**config.mk**
```make
export PLATFORM = sky130hd
export DESIGN_NAME = ccff_loader
export DESIGN_NICKNAME = d
export VERILOG_FILES = /design/src/rtl/ccff_loader.sv
export SDC_FILE = /design/constraint.sdc
export NUM_CORES = 1
export LEC_CHECK = 0
export CORE_MARGIN = 2
export CORE_UTILIZATION = 40
export DETAILED_ROUTE_END_ITERATION = 10
export DONT_BUFFER_PORTS = 1
export PLACE_DENSITY = 0.53
export SLEW_MARGIN = 25
export SYNTH_ARGS = -nofsm -noshare
export SYNTH_HDL_FRONTEND = slang
export SYNTH_SLANG_ARGS = --single-unit
```
**constraint.sdc**
```tcl
create_clock -name clk -period 2.1 [get_ports clk]
set_clock_uncertainty 0.15 [all_clocks]
set_input_delay 0 -clock clk [delete_from_list [all_inputs] [get_ports clk]]
set_output_delay 0 -clock clk [all_outputs]
set_load 0.01 [all_outputs]
```
**src/rtl/ccff_loader.sv**
```systemverilog
// ccff_loader: configuration-chain loader for the fpga_top fabric.
// Takes bitstream bytes over a valid/ready link, shifts them LSB first onto
// ccff_head with a divided prog_clk for exactly CHAIN_LEN bits, keeps the
// fabric in reset until a load completes, and XOR-folds ccff_tail samples.
module ccff_loader #(
  parameter int CHAIN_LEN = 1024,
  parameter int CLK_DIV   = 4,
  parameter int TIMEOUT   = 4096
) (
  input  logic       clk,
  input  logic       reset,
  input  logic       start,
  input  logic       abort,
  input  logic [7:0] byte_data,
  input  logic       byte_valid,
  output logic       byte_ready,
  output logic       prog_clk,
  output logic       ccff_head,
  input  logic       ccff_tail,
  output logic       fabric_reset,
  output logic       busy,
  output logic       done,
  output logic       error,
  output logic       tail_parity
);

  localparam int BIT_W = $clog2(CHAIN_LEN + 1);
  localparam int DIV_W = (CLK_DIV > 1) ? $clog2(CLK_DIV) : 1;
  localparam int TMO_W = (TIMEOUT > 1) ? $clog2(TIMEOUT) : 1;

  localparam logic [2:0] ST_IDLE     = 3'd0;
  localparam logic [2:0] ST_LOAD     = 3'd1;
  localparam logic [2:0] ST_SHIFT_LO = 3'd2;
  localparam logic [2:0] ST_SHIFT_HI = 3'd3;
  localparam logic [2:0] ST_FINISH   = 3'd4;
  localparam logic [2:0] ST_DONE     = 3'd5;
  localparam logic [2:0] ST_ERROR    = 3'd6;

  // Readback parity accumulation step.
  function automatic logic parity_fold(input logic acc, input logic bit_in);
    parity_fold = acc ^ bit_in;
  endfunction

  logic [2:0]       state_r,   state_s;
  logic [7:0]       shreg_r,   shreg_s;
  logic [BIT_W-1:0] bit_cnt_r, bit_cnt_s;
  logic [2:0]       byte_bit_r, byte_bit_s;
  logic [DIV_W-1:0] div_cnt_r, div_cnt_s;
  logic [TMO_W-1:0] tmo_cnt_r, tmo_cnt_s;
  logic             fin_r,     fin_s;
  logic             parity_s;

  logic byte_ready_r, prog_clk_r, ccff_head_r, fabric_reset_r;
  logic busy_r, done_r, error_r, tail_parity_r;

  logic div_last_s;
  assign div_last_s = (div_cnt_r == DIV_W'(CLK_DIV - 1));

  // Next-state and datapath update; abort overrides everything else.
  always_comb begin
    state_s    = state_r;
    shreg_s    = shreg_r;
    bit_cnt_s  = bit_cnt_r;
    byte_bit_s = byte_bit_r;
    div_cnt_s  = div_cnt_r;
    tmo_cnt_s  = tmo_cnt_r;
    fin_s      = fin_r;
    parity_s   = tail_parity_r;
    if (abort) begin
      state_s   = ST_IDLE;
      bit_cnt_s = BIT_W'(0);
      tmo_cnt_s = TMO_W'(0);
      div_cnt_s = DIV_W'(0);
      parity_s  = 1'b0;
    end else begin
      case (state_r)
        ST_IDLE: begin
          // Idle continuously holds the cleared load context.
          bit_cnt_s = BIT_W'(0);
          tmo_cnt_s = TMO_W'(0);
          div_cnt_s = DIV_W'(0);
          parity_s  = 1'b0;
          if (start) begin
            state_s = ST_LOAD;
          end else begin
            state_s = ST_IDLE;
          end
        end
        ST_DONE, ST_ERROR: begin
          // Restart passes through the idle clear without spending a cycle there.
          if (start) begin
            state_s   = ST_LOAD;
            bit_cnt_s = BIT_W'(0);
            tmo_cnt_s = TMO_W'(0);
            div_cnt_s = DIV_W'(0);
            parity_s  = 1'b0;
          end else begin
            state_s = state_r;
          end
        end
        ST_LOAD: begin
          if (byte_valid && byte_ready_r) begin
            shreg_s    = byte_data;
            byte_bit_s = 3'd0;
            div_cnt_s  = DIV_W'(0);
            tmo_cnt_s  = TMO_W'(0);
            state_s    = ST_SHIFT_LO;
          end else if (tmo_cnt_r == TMO_W'(TIMEOUT - 1)) begin
            tmo_cnt_s = TMO_W'(0);
            state_s   = ST_ERROR;
          end else begin
            tmo_cnt_s = tmo_cnt_r + TMO_W'(1);
          end
        end
        ST_SHIFT_LO: begin
          if (div_last_s) begin
            parity_s  = parity_fold(tail_parity_r, ccff_tail);
            div_cnt_s = DIV_W'(0);
            state_s   = ST_SHIFT_HI;
          end else begin
            div_cnt_s = div_cnt_r + DIV_W'(1);
          end
        end
        ST_SHIFT_HI: begin
          if (div_last_s) begin
            div_cnt_s  = DIV_W'(0);
            bit_cnt_s  = bit_cnt_r + BIT_W'(1);
            shreg_s    = {1'b0, shreg_r[7:1]};
            byte_bit_s = byte_bit_r + 3'd1;
            if (bit_cnt_r == BIT_W'(CHAIN_LEN - 1)) begin
              fin_s   = 1'b0;
              state_s = ST_FINISH;
            end else if (byte_bit_r == 3'd7) begin
              tmo_cnt_s = TMO_W'(0);
              state_s   = ST_LOAD;
            end else begin
              state_s = ST_SHIFT_LO;
            end
          end else begin
            div_cnt_s = div_cnt_r + DIV_W'(1);
          end
        end
        ST_FINISH: begin
          if (fin_r) begin
            state_s = ST_DONE;
          end else begin
            fin_s = 1'b1;
          end
        end
        default: begin
          state_s = ST_IDLE;
        end
      endcase
    end
  end

  // State and datapath registers.
  always_ff @(posedge clk or posedge reset) begin
    if (reset) begin
      state_r    <= ST_IDLE;
      shreg_r    <= 8'h00;
      bit_cnt_r  <= BIT_W'(0);
      byte_bit_r <= 3'd0;
      div_cnt_r  <= DIV_W'(0);
      tmo_cnt_r  <= TMO_W'(0);
      fin_r      <= 1'b0;
    end else begin
      state_r    <= state_s;
      shreg_r    <= shreg_s;
      bit_cnt_r  <= bit_cnt_s;
      byte_bit_r <= byte_bit_s;
      div_cnt_r  <= div_cnt_s;
      tmo_cnt_r  <= tmo_cnt_s;
      fin_r      <= fin_s;
    end
  end

  // Output registers decoded from the next state so pins track the state exactly.
  always_ff @(posedge clk or posedge reset) begin
    if (reset) begin
      byte_ready_r   <= 1'b0;
      prog_clk_r     <= 1'b0;
      ccff_head_r    <= 1'b0;
      fabric_reset_r <= 1'b1;
      busy_r         <= 1'b0;
      done_r         <= 1'b0;
      error_r        <= 1'b0;
      tail_parity_r  <= 1'b0;
    end else begin
      byte_ready_r   <= (state_s == ST_LOAD);
      prog_clk_r     <= (state_s == ST_SHIFT_HI);
      ccff_head_r    <= ((state_s == ST_SHIFT_LO) || (state_s == ST_SHIFT_HI)) ? shreg_s[0] : 1'b0;
      fabric_reset_r <= (state_s != ST_DONE);
      busy_r         <= (state_s == ST_LOAD) || (state_s == ST_SHIFT_LO) ||
                        (state_s == ST_SHIFT_HI) || (state_s == ST_FINISH);
      done_r         <= (state_s == ST_DONE);
      error_r        <= (state_s == ST_ERROR);
      tail_parity_r  <= parity_s;
    end
  end

  assign byte_ready   = byte_ready_r;
  assign prog_clk     = prog_clk_r;
  assign ccff_head    = ccff_head_r;
  assign fabric_reset = fabric_reset_r;
  assign busy         = busy_r;
  assign done         = done_r;
  assign error        = error_r;
  assign tail_parity  = tail_parity_r;

endmodule

```
After elaboration in Yosys (flattened, before gate mapping)
Index checks and enable logic that the tools add are counted.
- output and inout port bits: 8
- logic and storage cells: 111
- input bits: 14
- bits in registers: 48
- bitwise gates (word level): 2
- multiplexer cells: 43
- $add $sub $neg: 4
- reduce and logical (&&, ||, !) cells: 20
- eq/ne operators: 26
- operators by type and width (kind ; count):
    12-bit 2-to-1 mux ; 7
    12-bit one-hot mux with 4 select lines ; 1
    11-bit 2-to-1 mux ; 3
    11-bit one-hot mux with 3 select lines ; 1
    3-bit 2-to-1 mux ; 10
    3-bit equality test (second input constant) ; 7
    3-bit inequality test (second input constant) ; 7
    3-bit one-hot mux with 6 select lines ; 1
    8-bit 2-to-1 mux ; 2
    8-bit one-hot mux with 2 select lines ; 1
    12-bit by 1-bit adder with 12-bit output (second input constant) ; 1
    12-bit equality test (second input constant) ; 1
    3-bit by 2-bit equality test with 1-bit output (second input constant) ; 4
    11-bit by 1-bit adder with 11-bit output (second input constant) ; 1
    11-bit by 10-bit equality test with 1-bit output (second input constant) ; 1
    2-bit 2-to-1 mux ; 5
    5-bit nonzero test ; 2
    3-bit AND reduction ; 3
    1-bit 2-to-1 mux ; 8
    2-bit one-hot mux with 4 select lines ; 1
    4-bit AND reduction ; 2
    4-bit nonzero test ; 2
    3-bit by 1-bit equality test with 1-bit output (second input constant) ; 2
    2-bit inequality test (second input constant) ; 3
    14 further kinds ; 19

Logic depth before layout (Yosys ltp)
Gate-level depths: netlist of run 1.
- depth after elaboration: 10
- mapped depth: 9
- depth with buffers taken out: 8

Least setup slack after synthesis of run 1
Ideal clock, no wire load.
- path type: flip-flop to flip-flop
- start point: register tmo_cnt_r[0]
- end point: register busy_r (netlist: busy)
- path slack: 0.089 ns
- cell stages (with the launch flop): 8
- arrival: 1.742 ns
- path through: dfrtp_1 ha_1 nand2_1 nor4_4 a221o_1 a41oi_2 a211oi_1 a31o_1
- word-level cells in the longest chain between the ends: 9
- elaborated cells between the ends (all ways): 12
- ends and longest elaborated chain (element ; RTL line ; RTL):
    from (decl) ; 49 ; logic [TMO_W-1:0] tmo_cnt_r, tmo_cnt_s;
    from (signal assigned) ; 173 ; tmo_cnt_r <= tmo_cnt_s;
    12-bit equality test (*) ; 108 ; end else if (tmo_cnt_r == TMO_W'(TIMEOUT - 1)) begin
    3-bit 2-to-1 mux (*) ; 108 ;
    3-bit 2-to-1 mux (*) ; 102 ; if (byte_valid && byte_ready_r) begin
    3-bit one-hot mux with 6 select lines (*) ; 76 ; case (state_r)
    3-bit 2-to-1 mux (*) ; 69 ; if (abort) begin
    3-bit by 1-bit equality test with 1-bit output or 3-bit by 2-bit equality test with 1-bit output (tied branches) ; 194 ; busy_r <= (state_s == ST_LOAD) || (state_s == ST_SHIFT_LO) ||
    1-bit logical OR (2 in series) ; 194 ;
    1-bit logical OR (*) ; 195 ; (state_s == ST_SHIFT_HI) || (state_s == ST_FINISH);
    to (signal assigned) ; 194 ;
    to (decl) ; 54 ; logic busy_r, done_r, error_r, tail_parity_r;
Mark *: on every way between the ends. The rest lies on a longest branch, timed or not.
A chain may end at the register's enable or synchronous reset.

Worst setup path in the final report of run 1
- start point: register bit_cnt_r[0]
- end point: register busy_r (netlist: busy)
- word-level cells in the longest chain between the ends: 9
- elaborated cells between the ends (all ways): 12
- ends and longest elaborated chain (element ; RTL line ; RTL):
    from (decl) ; 46 ; logic [BIT_W-1:0] bit_cnt_r, bit_cnt_s;
    from (signal assigned) ; 170 ; bit_cnt_r <= bit_cnt_s;
    11-bit by 10-bit equality test with 1-bit output (*) ; 130 ; if (bit_cnt_r == BIT_W'(CHAIN_LEN - 1)) begin
    3-bit 2-to-1 mux (*) ; 130 ;
    3-bit 2-to-1 mux (*) ; 125 ; if (div_last_s) begin
    3-bit one-hot mux with 6 select lines (*) ; 76 ;
    3-bit 2-to-1 mux (*) ; 69 ;
    via state_s[2] ; 44 ; logic [2:0] state_r, state_s;
    3-bit by 1-bit equality test with 1-bit output or 3-bit by 2-bit equality test with 1-bit output (tied branches) ; 194 ;
    1-bit logical OR (2 in series) ; 194 ;
    1-bit logical OR (*) ; 195 ;
Mark *: on every way through the listed nets, which the timed path passes. The rest lies on a longest branch.

==> results.json, run 1 <==
{
  "hpwlAfterDp_um": 3990,
  "tightest_slew_ns": 0.730,
  "synth_enable_flop_cells": 0,
  "setup.worst_path.class": "flop to flop",
  "fmax_mhz": 492,
  "rrSetupSlack_ns": 0.07,
  "rows": 29,
  "antenna_found_initial": 0,
  "numCtsBuffers": 5,
  "drc": 0,
  "dp.cells": 371,
  "grt_pass1_vias": 2087,
  "num_vias": 2107,
  "power_per_cell_area_mw_per_mm2": 640,
  "min_path_type": "input port to flop",
  "r2r-start": "bit_cnt_r[0]$_DFFE_PP0P_",
  "ys_seq_elements": 48,
  "clk_pin_slew_ns": 0.09,
  "detail_route.vias_per_cell": 5.35,
  "die_h_um": 85.2,
  "grt_pass1_wl_um": 9850,
  "fin_nets": 335,
  "r2r.worst_path.cells": 8,
  "antenna_left": 0,
  "globalplace.congestion": 0.800,
  "synth_cells": 264,
  "outcome": "complete, no violations",
  "synth_fp_nets": 283,
  "n_fill_cell": 589,
  "cts_tree": "built",
  "post_synth.cell_area_avg_um2": 9.98,
  "routedWlPerCell_um": 14.3,
  "worst_setup_path_start_kind": "flop",
  "post-route-min-period_ns": 2.03,
  "yosys.area.top_type": "dfrtp_1",
  "critPathMaxFanout": 4,
  "final-setup-viol-count": 0,
  "drive_gt1_frac": 0.259,
  "ys_warn_count": 0,
  "critPathRequiredTime_ns": 2.19,
  "clk_latency_ns": 0.30,
  "p_leak_nw": 1.43,
  "routed_wl_um": 5650,
  "area_growth_pct": 23.1,
  "netlist_top_cells_area": "dfrtp_1 45%, nor2_1 3.4%, a21oi_1 2.8%",
  "period_share": 0.968,
  "die_area_mm2": 0.00725,
  "yosysMostFrequentCell": "dfrtp_1",
  "ys_types": 61,
  "drv_cap": 0,
  "grt_overflow": 0,
  "maxSlewHeadroom": 0.513,
  "ys_top_cells_by_count": "47 x dfrtp_1, 24 x nor2_1, 20 x nand2_1",
  "slew_viol_final": 0,
  "startpoint": "bit_cnt_r[0]$_DFFE_PP0P_",
  "core_mm2": 0.00635,
  "arrival_ns": 2.13,
  "grtUsageTotal": 0.168,
  "grt_max_degree": 42,
  "grt_setup_unrepaired": "true",
  "cts.sinks": 48,
  "start_util": 0.415,
  "synth-async-reset-ratio": 1.00,
  "ys.flop_type": "dfrtp_1",
  "io_buffers": 0,
  "h-tree-depth": 2,
  "stdcell_count": 394,
  "die_width_um": 85.2,
  "peakVddDrop_mv": 0.346,
  "whs_ns": 0.0304,
  "io_pins": 22,
  "drtIter0Drc": 112,
  "synth_top_area_frac": 0.446,
  "crit_path_end": "busy$_DFF_PP0_",
  "antenna_cells": 0,
  "synth_area_mm2": 0.00264,
  "final-hold-violation-count": 0,
  "cts_max_path_buffers": 2,
  "tns_ns": 0,
  "cp-end-kind": "flop",
  "ys_seq_area_frac": 0.456,
  "dr.pass1.iters": 4,
  "reg2reg_to": "busy$_DFF_PP0_",
  "root_buffer": "clkbuf_8"
}
flip-flops by register name (all words and copies together) (netlist names):
register and cells:
done 1, byte_ready 1, tail_parity 1, fin_r 1
error 1, ccff_head 1, div_cnt_r 2, bit_cnt_r 11
fabric_reset 1, shreg_r 8, state_r 3, byte_bit_r 3
busy 1, prog_clk 1, tmo_cnt_r 12
worst min-delay path by stage:
stage	start	endpoint	slack [ns]	cells after the start
finish	start	bit_cnt_r[0]$_DFFE_PP0P_	0.03	4
global route	start	state_r[2]$_DFF_PP0_	0.08	5
floorplan	byte_data[7]	shreg_r[7]$_DFFE_PP0P_	-0.01	2
detailed placement	abort	fin_r$_DFFE_PP0P_	-0.04	1
global placement	abort	fin_r$_DFFE_PP0P_	-0.04	1
CTS	start	state_r[2]$_DFF_PP0_	0.04	5
layout make-up:
class / instances / area [µm²] / area share
Timing Repair Buffer: 57 / 458 / 0.141
Tap cell: 77 / 96.3 / 0.0297
Inverter: 9 / 35.0 / 0.0108
Clock buffer: 6 / 72.6 / 0.0224
Multi-Input combinational cell: 195 / 1340 / 0.414
Clock inverter: 2 / 35.0 / 0.0108
Sequential cell: 48 / 1200 / 0.371
cells in the final DEF (no fill, tap or decap), types with 4 or more instances in the layout:
cell type,count
nand3_1,10
inv_1,7
dlygate4sd3_1,12
a31oi_1,9
o21ai_0,9
xor2_1,8
and3_1,5
nor2b_1,4
dfrtp_1,45
nand4_1,9
nor2_1,24
a22oi_1,7
buf_4,45
clkbuf_8,5
nand2_2,4
nand2_1,19
or3_1,5
a22o_1,4
a21oi_1,15
o21ai_1,8
metal layers:
metal,part of all wire,vias up,track usage
met5,0,-,0
met4,0.013,0,0.0491
met3,0.041,7,0.0331
met2,0.45,44,0.263
met1,0.50,983,0.238
li1,-,1073,-
power by group:
group	internal [mW]	switching [mW]	total (mW)
clock network	0.354	0.306	0.660
logic	0.170	0.170	0.340
registers	1.02	0.0620	1.08
timing repair:
item	in CTS	in global routing
hold endpoints to repair	74	0
buffers inserted	0	3
setup endpoints to repair	0	24
resized for setup	0	7
hold buffers	12	0
stage by stage:
| stage | worst slack (ns) | util | area, µm² | total power [mW] |
|---|---|---|---|---|
| after floorplan | 0.0885 | - | 2640 | 1.31 |
| after global placement | 0.0428 | 0.467 | 2970 | 1.40 |
| after detailed placement | 0.0380 | 0.467 | 2970 | 1.41 |
| after CTS | 0.00195 | 0.503 | 3190 | 2.10 |
| after global routing | -0.0624 | 0.511 | 3240 | 2.20 |
| final | 0.0667 | 0.511 | 3240 | 2.08 |
critical path: stages (launching register included):
cell      delay, ns
dfrtp_1        0.36
ha_1           0.16
and4b_1        0.20
nand4_1        0.24
buf_4          0.24
o311ai_4       0.29
nand2_2        0.12
inv_2          0.08
a31o_1         0.14
kinds of logic after synthesis:
group	count (synthesis)	share of synthesized area
AND/OR/NAND/NOR	103	0.225
AO/OA/AOI/OAI	72	0.199
flip-flops	48	0.456
buffers and inverters	21	0.0432
XOR/XNOR	11	0.0366
adder cells (fa/ha/maj)	5	0.0237
multiplexers	4	0.0157
No activity file was read; power rests on OpenSTA's default activity.
==> run 2: changes to the inputs <==
==> constraint.sdc (replaced) <==
create_clock -name clk -period 2.1 [get_ports clk]
set_clock_uncertainty 0.15 [all_clocks]
set_input_delay 0.105 -clock clk [delete_from_list [all_inputs] [get_ports clk]]
set_output_delay 0.105 -clock clk [all_outputs]
set_load 0.01 [all_outputs]
==> run 2 against run 1 <==
  * Critical path depth down 1
  * Core utilization up 1.2 points
  * Worst hold slack better by 0.00055 ns
  * Highest routed layer unchanged
  * Flip-flop and latch count unchanged
  * Final cell count up 0.25%
  * Sequential power about the same
  * Combinational power up 2%
==> results.json, run 2 (synthesis results as in run 1) <==
{
  "regMostFlops": "tmo_cnt_r",
  "num_vias": 2135,
  "cts_max_path_buffers": 2,
  "largest_register_ffs": 12,
  "hpwlAfterDp_um": 3980,
  "drtIter0Drc": 78,
  "h-tree-depth": 2,
  "period_share": 0.964,
  "p_leak_nw": 1.46,
  "cp-end-kind": "flop",
  "dpl_cell_area_mm2": 0.00300,
  "detail_route.vias_per_cell": 5.41,
  "root_buffer": "clkbuf_8",
  "largestRegisters": "tmo_cnt_r (12), bit_cnt_r (11), shreg_r (8)",
  "cts.sinks": 48,
  "rows": 29,
  "die_h_um": 85.2,
  "crit_buf_inv": 0,
  "start_util": 0.415,
  "slew_viol_final": 0,
  "clk_latency_ns": 0.31,
  "finalPower_mw": 2.17,
  "mostFrequentLayoutCells": "44 x dfrtp_1, 44 x buf_4, 24 x nor2_1, 19 x nand2_1, 15 x a21oi_1",
  "worst_setup_path_start_kind": "flop",
  "grt_setup_unrepaired": "true",
  "routed_wl_um": 5770,
  "tightest_slew_ns": 0.612,
  "min_path_type": "input port to flop",
  "io_pins": 22,
  "cts_tree": "built",
  "numCtsBuffers": 5,
  "setup_slack_ns": 0.0759,
  "core_mm2": 0.00635,
  "grt_overflow": 0,
  "antenna_cells": 0,
  "grt_pass1_vias": 2061,
  "clk_pin_slew_ns": 0.09,
  "routedWlPerCell_um": 14.6,
  "drv_cap": 0,
  "post-route-min-period_ns": 2.02,
  "dr.pass1.iters": 4,
  "crit_path_cell_trace": "ha_1 -> nand2_2 -> nor4_4 -> a221o_1 -> a41oi_4 -> a211oi_1 -> a31o_1",
  "maxSlewHeadroom": 0.592,
  "die_area_mm2": 0.00725,
  "setup.worst_path.class": "flop to flop",
  "critPathRequiredTime_ns": 2.15,
  "crit_slowest_cell": "dfrtp_1",
  "antenna_found_initial": 0,
  "final-setup-viol-count": 0,
  "cpPeakStageDelay_ns": 0.39,
  "crit_family": "compound AO/OA/AOI/OAI gates",
  "antenna_left": 0,
  "fmax_mhz": 494,
  "stdcell_area_mm2": 0.00332,
  "globalplace.congestion": 0.820,
  "peakVddDrop_mv": 0.358,
  "grt_pass1_wl_um": 9850,
  "grt_max_degree": 49,
  "die_width_um": 85.2,
  "final-hold-violation-count": 0,
  "fin_util": 0.523,
  "critPathMaxFanout": 5,
  "drc": 0,
  "n_fill_cell": 564,
  "area_growth_pct": 26.0,
  "outcome": "complete, no violations",
  "dp_slack_ns": 0.0234,
  "grtUsageTotal": 0.171,
  "power_per_cell_area_mw_per_mm2": 654,
  "whs_ns": 0.0309,
  "drive_gt1_frac": 0.264,
  "arrival_ns": 2.07,
  "io_buffers": 0,
  "fin_nets": 336
}
## run 2: repair_timing
action / CTS / global route
hold buffers: 12 / 0
endpoints found under the hold margin: 78 / 0
buffers inserted: 0 / 3
endpoints found under the setup margin: 1 / 22
resized for setup: 1 / 9
pin swaps: 0 / 2
## run 2: cell type report
cell class	instances	area, µm²	area share
Timing Repair Buffer	58	490	0.148
Clock inverter	1	30.0	0.00905
Tap cell	77	96.3	0.0290
Multi-Input combinational cell	195	1370	0.412
Inverter	9	33.8	0.0102
Clock buffer	7	96.3	0.0290
Sequential cell	48	1210	0.363
## run 2: worst paths after layout
check | slack (ns) | endpoint | start | depth (start not counted)
min in group asynchronous | 0.25 | bit_cnt_r[4]$_DFFE_PP0P_ | reset | 3
min | 0.03 | tmo_cnt_r[8]$_DFFE_PP0P_ | abort | 3
max reg2reg | 0.08 | busy$_DFF_PP0_ | tmo_cnt_r[0]$_DFFE_PP0P_ | 7
min reg2reg | 0.34 | tmo_cnt_r[11]$_DFFE_PP0P_ | tmo_cnt_r[11]$_DFFE_PP0P_ | 1
max in group asynchronous | 1.09 | state_r[0]$_DFF_PP0_ | reset | 3
max | 0.08 | busy$_DFF_PP0_ | tmo_cnt_r[0]$_DFFE_PP0P_ | 7
## run 2: where the power goes
part | switching, mW | internal [mW] | total [mW]
combinational | 0.173 | 0.174 | 0.348
clock | 0.326 | 0.421 | 0.746
sequential | 0.0616 | 1.02 | 1.08
## run 2: metrics by stage
stage | instances | TNS, ns
after global placement | 372 | 0
final | 395 | 0
after global routing | 395 | -0.00503
after CTS | 392 | 0
after floorplan | 264 | 0
after detailed placement | 372 | 0
## run 2: metal layers
layer / vias to the layer above / wire length [µm] / global-route usage / share of wire
met5: - / 0 / 0 / 0
li1: 1071 / - / - / -
met3: 5 / 195 / 0.0409 / 0.034
met4: 0 / 53 / 0.0433 / 0.0092
met1: 1032 / 2980 / 0.252 / 0.52
met2: 27 / 2550 / 0.253 / 0.44
## run 2: worst min-delay path: stages
cell and delay (ns):
o21ba_4 0.16, o21ai_1 0.12, o21ai_1 0.06
